File: src/rtl/maze_game_ctrl_if.sv
// Bundle between maze_game_ctrl and its surroundings (buttons, map ROM,
// renderer/SSD).
//   master: controller side. Takes the button strobes and ROM row in, and
//           drives the ROM address and the game status out.
//   slave : environment side (buttons, ROM, display).
interface maze_game_ctrl_if #(
  parameter int unsigned MAP_W   = 30,
  parameter int unsigned MAP_H   = 21,
  parameter int unsigned COORD_W = 8,
  parameter int unsigned CNT_W   = 16
);
  localparam int unsigned AW = (MAP_H > 1) ? $clog2(MAP_H) : 1;

  logic [3:0]         move_pulse;
  logic               select_pulse;
  logic [AW-1:0]      map_addr;
  logic [MAP_W-1:0]   map_row;
  logic [COORD_W-1:0] player_x;
  logic [COORD_W-1:0] player_y;
  logic [2:0]         state;
  logic [1:0]         difficulty;
  logic               show_map;
  logic               lost;
  logic               won;
  logic [CNT_W-1:0]   move_count;

  modport master (
    input  move_pulse, select_pulse, map_row,
    output map_addr, player_x, player_y, state, difficulty,
           show_map, lost, won, move_count
  );

  modport slave (
    output move_pulse, select_pulse, map_row,
    input  map_addr, player_x, player_y, state, difficulty,
           show_map, lost, won, move_count
  );
endinterface

File: src/rtl/maze_game_ctrl.sv
// maze_game_ctrl: menu/difficulty selection, timed map preview, player
// movement with wall collision against an external synchronous map ROM,
// and win/loss detection.
// Ports: clk, reset (async, active-high), bus (maze_game_ctrl_if.master):
//   move_pulse/select_pulse in, map_row in (one cycle after map_addr),
//   map_addr, player_x/y, state, difficulty, show_map, lost, won and
//   move_count out. All outputs are registered.
// Optional: define MAZE_HINT_EN to build the one-shot in-game map hint.
module maze_game_ctrl #(
  parameter int unsigned MAP_W      = 30,
  parameter int unsigned MAP_H      = 21,
  parameter int unsigned COORD_W    = 8,
  parameter int unsigned START_X    = 0,
  parameter int unsigned START_Y    = 20,
  parameter int unsigned GOAL_X     = 29,
  parameter int unsigned GOAL_Y     = 0,
  parameter int unsigned SHOW_EASY  = 300_000_000,
  parameter int unsigned SHOW_MED   = 150_000_000,
  parameter int unsigned SHOW_HARD  = 50_000_000,
  parameter int unsigned HINT_TICKS = 100_000_000,
  parameter int unsigned CNT_W      = 16
) (
  input  logic             clk,
  input  logic             reset,
  maze_game_ctrl_if.master bus
);
  localparam int unsigned AW  = (MAP_H > 1) ? $clog2(MAP_H) : 1;
  localparam int unsigned XW  = COORD_W + 1;
  // One width that fits both the preview and the hint countdowns.
  localparam int unsigned TMR_MAX1 = (SHOW_EASY > SHOW_MED) ? SHOW_EASY : SHOW_MED;
  localparam int unsigned TMR_MAX2 = (SHOW_HARD > HINT_TICKS) ? SHOW_HARD : HINT_TICKS;
  localparam int unsigned TMR_MAX  = (TMR_MAX1 > TMR_MAX2) ? TMR_MAX1 : TMR_MAX2;
  localparam int unsigned TMR_W    = $clog2(TMR_MAX + 1);

  typedef enum logic [2:0] {
    MENU  = 3'd0,
    SHOW  = 3'd1,
    PLAY  = 3'd2,
    FETCH = 3'd3,
    CHECK = 3'd4,
    LOST  = 3'd5,
    WON   = 3'd6
  } state_e;

  state_e             state_q, state_d;
  logic [1:0]         diff_q, diff_d;
  logic [COORD_W-1:0] px_q, px_d, py_q, py_d, tx_q, tx_d, ty_q, ty_d;
  logic [AW-1:0]      addr_q, addr_d;
  logic               show_q, show_d, lost_q, lost_d, won_q, won_d;
  logic [CNT_W-1:0]   cnt_q, cnt_d;
  logic [TMR_W-1:0]   tmr_q, tmr_d;
`ifdef MAZE_HINT_EN
  logic [TMR_W-1:0]   hint_q, hint_d;
  logic               hint_used_q, hint_used_d;
`endif

  // Candidate target cell. A negative result wraps to a value >= 2^COORD_W,
  // so a single unsigned compare also rejects moves off the low edges.
  logic [XW-1:0] tgt_x_c, tgt_y_c;
  logic          in_bounds_c, one_hot_c, wall_c;

  always_comb begin
    tgt_x_c = {1'b0, px_q};
    tgt_y_c = {1'b0, py_q};
    if (bus.move_pulse[0])      tgt_y_c = {1'b0, py_q} - XW'(1);
    else if (bus.move_pulse[1]) tgt_y_c = {1'b0, py_q} + XW'(1);
    else if (bus.move_pulse[2]) tgt_x_c = {1'b0, px_q} - XW'(1);
    else if (bus.move_pulse[3]) tgt_x_c = {1'b0, px_q} + XW'(1);
    one_hot_c   = $onehot(bus.move_pulse);
    in_bounds_c = (tgt_x_c < XW'(MAP_W)) && (tgt_y_c < XW'(MAP_H));
    wall_c      = |(bus.map_row & (MAP_W'(1) << tx_q));
  end

  // Next-state and datapath updates.
  always_comb begin
    state_d = state_q;
    diff_d  = diff_q;
    px_d    = px_q;
    py_d    = py_q;
    tx_d    = tx_q;
    ty_d    = ty_q;
    addr_d  = addr_q;
    show_d  = show_q;
    lost_d  = lost_q;
    won_d   = won_q;
    cnt_d   = cnt_q;
    tmr_d   = tmr_q;
`ifdef MAZE_HINT_EN
    hint_d      = hint_q;
    hint_used_d = hint_used_q;
    // Running hint counts down independently of the movement FSM.
    if (hint_q != '0) begin
      hint_d = hint_q - TMR_W'(1);
      if (hint_q == TMR_W'(1)) show_d = 1'b0;
    end
`endif

    case (state_q)
      MENU: begin
        if (bus.move_pulse[0] && !bus.move_pulse[1])
          diff_d = (diff_q == 2'd0) ? 2'd2 : diff_q - 2'd1;
        else if (bus.move_pulse[1] && !bus.move_pulse[0])
          diff_d = (diff_q == 2'd2) ? 2'd0 : diff_q + 2'd1;
        if (bus.select_pulse) begin
          case (diff_q)
            2'd1:    tmr_d = TMR_W'(SHOW_MED);
            2'd2:    tmr_d = TMR_W'(SHOW_HARD);
            default: tmr_d = TMR_W'(SHOW_EASY);
          endcase
          show_d  = 1'b1;
          state_d = SHOW;
        end
      end
      SHOW: begin
        if (tmr_q <= TMR_W'(1)) begin
          tmr_d   = '0;
          show_d  = 1'b0;
          state_d = PLAY;
        end else begin
          tmr_d = tmr_q - TMR_W'(1);
        end
      end
      PLAY: begin
        if (one_hot_c && in_bounds_c) begin
          tx_d    = tgt_x_c[COORD_W-1:0];
          ty_d    = tgt_y_c[COORD_W-1:0];
          addr_d  = AW'(tgt_y_c);
          state_d = FETCH;
        end
`ifdef MAZE_HINT_EN
        if (bus.select_pulse && !hint_used_q) begin
          hint_d      = TMR_W'(HINT_TICKS);
          hint_used_d = 1'b1;
          show_d      = 1'b1;
        end
`endif
      end
      FETCH: state_d = CHECK;
      CHECK: begin
        px_d = tx_q;
        py_d = ty_q;
        if (cnt_q != '1) cnt_d = cnt_q + CNT_W'(1);
        if (wall_c) begin
          lost_d  = 1'b1;
          state_d = LOST;
        end else if (tx_q == COORD_W'(GOAL_X) && ty_q == COORD_W'(GOAL_Y)) begin
          won_d   = 1'b1;
          state_d = WON;
        end else begin
          state_d = PLAY;
        end
`ifdef MAZE_HINT_EN
        if (wall_c || (tx_q == COORD_W'(GOAL_X) && ty_q == COORD_W'(GOAL_Y))) begin
          hint_d = '0;
          show_d = 1'b0;
        end
`endif
      end
      LOST, WON: begin
        if (bus.select_pulse) begin
          px_d    = COORD_W'(START_X);
          py_d    = COORD_W'(START_Y);
          cnt_d   = '0;
          lost_d  = 1'b0;
          won_d   = 1'b0;
          state_d = MENU;
`ifdef MAZE_HINT_EN
          hint_used_d = 1'b0;
`endif
        end
      end
      default: state_d = MENU;
    endcase
  end

  // State and datapath registers.
  always_ff @(posedge clk or posedge reset) begin
    if (reset) begin
      state_q <= MENU;
      diff_q  <= 2'd0;
      px_q    <= COORD_W'(START_X);
      py_q    <= COORD_W'(START_Y);
      tx_q    <= '0;
      ty_q    <= '0;
      addr_q  <= '0;
      show_q  <= 1'b0;
      lost_q  <= 1'b0;
      won_q   <= 1'b0;
      cnt_q   <= '0;
      tmr_q   <= '0;
`ifdef MAZE_HINT_EN
      hint_q      <= '0;
      hint_used_q <= 1'b0;
`endif
    end else begin
      state_q <= state_d;
      diff_q  <= diff_d;
      px_q    <= px_d;
      py_q    <= py_d;
      tx_q    <= tx_d;
      ty_q    <= ty_d;
      addr_q  <= addr_d;
      show_q  <= show_d;
      lost_q  <= lost_d;
      won_q   <= won_d;
      cnt_q   <= cnt_d;
      tmr_q   <= tmr_d;
`ifdef MAZE_HINT_EN
      hint_q      <= hint_d;
      hint_used_q <= hint_used_d;
`endif
    end
  end

  assign bus.map_addr   = addr_q;
  assign bus.player_x   = px_q;
  assign bus.player_y   = py_q;
  assign bus.state      = state_q;
  assign bus.difficulty = diff_q;
  assign bus.show_map   = show_q;
  assign bus.lost       = lost_q;
  assign bus.won        = won_q;
  assign bus.move_count = cnt_q;
endmodule

File: src/flat_wrapper.sv
// flat-port wrapper written by rule: the top's interface ports become plain ports
module maze_game_ctrl_flat 
#(
  parameter int unsigned MAP_W      = 30,
  parameter int unsigned MAP_H      = 21,
  parameter int unsigned COORD_W    = 8,
  parameter int unsigned START_X    = 0,
  parameter int unsigned START_Y    = 20,
  parameter int unsigned GOAL_X     = 29,
  parameter int unsigned GOAL_Y     = 0,
  parameter int unsigned SHOW_EASY  = 300_000_000,
  parameter int unsigned SHOW_MED   = 150_000_000,
  parameter int unsigned SHOW_HARD  = 50_000_000,
  parameter int unsigned HINT_TICKS = 100_000_000,
  parameter int unsigned CNT_W      = 16
)
  (clk, reset, bus_move_pulse, bus_select_pulse, bus_map_row, bus_map_addr, bus_player_x, bus_player_y, bus_state, bus_difficulty, bus_show_map, bus_lost, bus_won, bus_move_count);
  maze_game_ctrl_if #(.MAP_W(MAP_W), .MAP_H(MAP_H), .COORD_W(COORD_W), .CNT_W(CNT_W)) bus_i ();
  input  logic clk;
  input  logic reset;
  input wire logic [$bits(bus_i.move_pulse)-1:0] bus_move_pulse;
  input wire logic [$bits(bus_i.select_pulse)-1:0] bus_select_pulse;
  input wire logic [$bits(bus_i.map_row)-1:0] bus_map_row;
  output wire logic [$bits(bus_i.map_addr)-1:0] bus_map_addr;
  output wire logic [$bits(bus_i.player_x)-1:0] bus_player_x;
  output wire logic [$bits(bus_i.player_y)-1:0] bus_player_y;
  output wire logic [$bits(bus_i.state)-1:0] bus_state;
  output wire logic [$bits(bus_i.difficulty)-1:0] bus_difficulty;
  output wire logic [$bits(bus_i.show_map)-1:0] bus_show_map;
  output wire logic [$bits(bus_i.lost)-1:0] bus_lost;
  output wire logic [$bits(bus_i.won)-1:0] bus_won;
  output wire logic [$bits(bus_i.move_count)-1:0] bus_move_count;
  assign bus_i.move_pulse = bus_move_pulse;
  assign bus_i.select_pulse = bus_select_pulse;
  assign bus_i.map_row = bus_map_row;
  assign bus_map_addr = bus_i.map_addr;
  assign bus_player_x = bus_i.player_x;
  assign bus_player_y = bus_i.player_y;
  assign bus_state = bus_i.state;
  assign bus_difficulty = bus_i.difficulty;
  assign bus_show_map = bus_i.show_map;
  assign bus_lost = bus_i.lost;
  assign bus_won = bus_i.won;
  assign bus_move_count = bus_i.move_count;
  maze_game_ctrl #(.MAP_W(MAP_W), .MAP_H(MAP_H), .COORD_W(COORD_W), .START_X(START_X), .START_Y(START_Y), .GOAL_X(GOAL_X), .GOAL_Y(GOAL_Y), .SHOW_EASY(SHOW_EASY), .SHOW_MED(SHOW_MED), .SHOW_HARD(SHOW_HARD), .HINT_TICKS(HINT_TICKS), .CNT_W(CNT_W)) u_core (.clk(clk), .reset(reset), .bus(bus_i));
endmodule
File: config.mk
export PLATFORM = sky130hd
export DESIGN_NAME = maze_game_ctrl_flat
export DESIGN_NICKNAME = d
export VERILOG_FILES = /design/src/rtl/maze_game_ctrl_if.sv /design/src/rtl/maze_game_ctrl.sv /design/src/flat_wrapper.sv
export SDC_FILE = /design/constraint.sdc
export NUM_CORES = 1
export LEC_CHECK = 0
export BUFFER_PORTS_ARGS = -buffer_cell sky130_fd_sc_hd__buf_2
export CAP_MARGIN = 25
export CORE_ASPECT_RATIO = 1.75
export CORE_UTILIZATION = 52
export CTS_BUF_LIST = sky130_fd_sc_hd__clkbuf_4 sky130_fd_sc_hd__clkbuf_8 sky130_fd_sc_hd__clkbuf_16
export DETAILED_ROUTE_END_ITERATION = 8
export GPL_ROUTABILITY_DRIVEN = 0
export GPL_TIMING_DRIVEN = 0
export PLACE_DENSITY_LB_ADDON = 0.2
export SLEW_MARGIN = 0
export SYNTH_ARGS = -nofsm -noshare
export SYNTH_HDL_FRONTEND = slang
export SYNTH_SLANG_ARGS = --single-unit
File: constraint.sdc
create_clock -name clk -period 2.6 [get_ports clk]
set_input_delay 0.52 -clock clk [delete_from_list [all_inputs] [get_ports clk]]
set_output_delay 0.52 -clock clk [all_outputs]
set_load 0.05 [all_outputs]
==> impl_metrics.json <==
{
  "ios": 82,
  "drive_gt1_share_pct": 25.4,
  "slew_headroom_pct": 63.0,
  "syn_nets": 682,
  "top_usage_layer": "met2",
  "drc": 0,
  "cp_cell_sequence": "or4_4 > o32ai_4 > nand4_1 > a2111oi_4 > and4_1 > buf_6 > buf_4 > mux2_4",
  "crit_type": "reg2reg",
  "ant_nets": 0,
  "path_buf_inv": 2,
  "crit_path_top_delay_cell": "or4_4",
  "ir_drop_mv": 0.782,
  "worstMarginPinSlew_ps": 550,
  "fin_nets": 794,
  "grt_max_degree": 42,
  "cp.depth": 8,
  "finalSetupViolCount": 16,
  "period_needed_ps": 2780,
  "layout_setup_ws_ps": -179,
  "p_leak_nw": 3.04,
  "r2r_cells": 8,
  "core_sq_um": 10400,
  "io_buffers": 81,
  "fin_area_sq_um": 6850,
  "yosys.area.top_type_share_pct": 37.3,
  "cts_tree": "built",
  "synth_area_sq_um": 5570,
  "firstDrtPassIters": 5,
  "grt_overflow": 0,
  "clock_skew_ps": 8.54,
  "hold_class": "in2async",
  "dp.cells": 838,
  "cap_violations": 0,
  "worst_hold_slack_ps": 203,
  "gr-usage-met2_pct": 55.4,
  "clkSlewWorstSetupHoldPaths_ps": 70,
  "rows": 49,
  "die_width_um": 80.3,
  "ys_ff_latch": 85,
  "synthCells": 628,
  "finalCritPeriodShare_pct": 107,
  "arrival_ps": 3010,
  "ys_seq_area_share_pct": 38.2,
  "gr-usage-met3_pct": 5.79,
  "fp.dieArea_sq_um": 11200,
  "startpoint_type": "flop",
  "place_area_sq_um": 6220,
  "area_growth_syn_to_layout_pct": 22.9,
  "hpwl_mm": 12.2,
  "cts_buffers": 9,
  "ys.flop_type": "dfrtp_1",
  "num_vias": 5537,
  "wire_per_inst_um": 19.0,
  "clock_latency_ps": 340,
  "avgSynthCellArea_sq_um": 8.87,
  "hold_buffers": 0,
  "clock_sinks": 85,
  "final_max_slew_viol_count": 0,
  "finalHoldViolations": 0,
  "synthArstFlopShare_pct": 100,
  "grt_pass1_vias": 5665,
  "rsz0062_at_grt": "true",
  "die_y_um": 139,
  "grt_usage_pct": 31.0,
  "synth_edf_count": 0,
  "grt_pass1_wl_mm": 27.0,
  "clock.fmax_mhz": 360,
  "end_kind": "flop",
  "drtIter0Drc": 383,
  "use_met1_pct": 31.8,
  "yosys_warnings": 0,
  "fin_cells": 872,
  "cp_data_required_time_ps": 2830,
  "netlist_top_cells_area": "dfrtp_1 (37%), nand2_1 (3.7%), ha_1 (3.6%), a21oi_1 (3.1%), o21ai_0 (3.1%)",
  "slowest_delay_ps": 560,
  "critPathMaxFanout": 8,
  "drt-total-wl_mm": 16.6,
  "antenna_found_initial": 0,
  "synth_cell_types": 75,
  "via_per_inst": 6.35,
  "diodes": 0,
  "start_util_pct": 53.8,
  "cts_buffer_depth": 2,
  "cts_root_buf": "clkbuf_16",
  "cts_max_level": 3,
  "reg2reg_setup_slack_ps": -180,
  "status": "finished, violations left",
  "powerDensity_nw_per_um2": 945,
  "violations": "setup timing",
  "critPathTopFamily": "simple AND/OR/NAND/NOR gates",
  "yosys.area.top_type": "dfrtp_1"
}
## Yosys cell counts (9+ instances only)
cell      count
nand4_1       9
dfrtp_1      83
o21ai_0      34
nand3_1      30
xor2_1       14
nor3_1       29
mux2_2        9
nor2b_1       9
o211ai_1      9
nor2_1       45
mux2i_1      12
a21oi_1      34
inv_1        26
nand2_1      55
clkbuf_1     22
or3_1        15
ha_1         16
## state kept, by name (all words and copies together), names as in the netlist
register and flops:
u_core.bus.show_map 1, u_core.bus.difficulty 2, u_core.bus.state 3, u_core.bus.move_count 16, u_core.bus.lost 1, u_core.ty_q 4, u_core.bus.won 1, u_core.tx_q 8
u_core.tmr_q 29, u_core.bus.player_y 8, u_core.bus.player_x 8, u_core.bus.map_addr 4
## worst reg2reg max path: stages (launching register included)
cell and delay, ps:
dfrtp_2 460, or4_4 560, o32ai_4 270, nand4_1 190, a2111oi_4 370, and4_1 260, buf_6 150, buf_4 120
mux2_4 290
## area by class of cell
cell class                 instances  area, sq um
buffer                            38          226
clock buffer                      11          246
clock inverter                     5         83.8
fill                             841         3510
inverter                          26          104
multi-input combinational        477         3280
sequential                        85         2130
tap                              127          159
timing repair buffer             103          618
## cells by family after synthesis
kind of cell,count (synthesis),synth area share (%)
flops,85,38.2
xor+xnor,21,3.30
mux,24,4.98
fa+ha+maj,17,3.95
compound gates,147,17.9
simple gates,268,26.1
buf+inv,66,5.52
## per-stage QoR
step | total power [mW] | TNS, ps | util, % | worst slack, ps
3_5_place_dp | 4.92 | -11640 | 60.1 | -718
5_1_grt | 6.85 | -4080 | 66.1 | -308
6_report | 6.47 | -1910 | 66.1 | -179
3_3_place_gp | 4.81 | -10340 | 59.7 | -674
2_1_floorplan | 4.18 | -2030 | - | -285
4_1_cts | 6.37 | -2790 | 64.7 | -235
## report_power, final
part           total [mW]  switching (mW)  internal (mW)
clock network        1.42           0.541          0.881
registers            2.34           0.591           1.75
logic                2.71            1.81          0.900
## final timing paths
path,start,endpoint
min reg2reg,u_core.ty_q[7]$_DFFE_PP0P_,u_core.bus.player_y[7]$_DFFE_PP0P_
min,reset,u_core.tmr_q[10]$_DFFE_PP0P_
min in group clk,u_core.ty_q[7]$_DFFE_PP0P_,u_core.bus.player_y[7]$_DFFE_PP0P_
max,u_core.bus.player_x[0]$_DFFE_PP0P_,u_core.bus.map_addr[0]$_DFFE_PP0P_
max in group asynchronous,reset,u_core.bus.player_y[2]$_DFFE_PP1P_
max reg2reg,u_core.bus.player_x[0]$_DFFE_PP0P_,u_core.bus.map_addr[0]$_DFFE_PP0P_
## placed cells by master, fill, tap and decap left out, types with 4 or more instances in the layout
master | synthesis | routed
and2_1 | 7 | 7
mux2i_1 | 12 | 12
o22ai_1 | 7 | 7
clkbuf_16 | 0 | 9
inv_1 | 26 | 23
o211ai_1 | 9 | 9
ha_1 | 16 | 13
a41oi_1 | 5 | 5
buf_12 | 1 | 4
nor2_1 | 45 | 42
dfrtp_1 | 83 | 79
xor2_1 | 14 | 14
clkbuf_2 | 0 | 5
o31ai_1 | 8 | 8
a211oi_1 | 6 | 5
nor3b_1 | 7 | 6
o21ai_0 | 34 | 32
clkbuf_1 | 22 | 16
mux2_2 | 9 | 4
a31oi_1 | 5 | 5
nand2_1 | 55 | 55
a21oi_1 | 34 | 33
a21o_1 | 4 | 4
nor4_1 | 7 | 6
dfrtp_2 | 0 | 4
and3_1 | 7 | 7
xnor2_1 | 7 | 7
nor2b_1 | 9 | 9
nand2b_1 | 7 | 6
buf_4 | 5 | 25
or4_1 | 6 | 6
nand4_1 | 9 | 9
nand3_1 | 30 | 30
buf_2 | 8 | 84
or3_1 | 15 | 14
nand4b_1 | 5 | 5
mux2_4 | 0 | 6
and4_1 | 6 | 6
or3b_2 | 4 | 4
nor3_1 | 29 | 28
## metal layers
layer	vias up	routed length (um)
met5	-	0
met4	0	1010
met3	76	794
met2	246	8940
met1	2661	5820
li1	2554	-
## what timing repair did
| item | CTS | global route |
|---|---|---|
| setup endpoints to repair | 42 | 50 |
| pin swaps | 1 | 2 |
| setup buffers | 11 | 9 |
| resized for setup | 15 | 26 |
(Power assumes the default switching activity.)
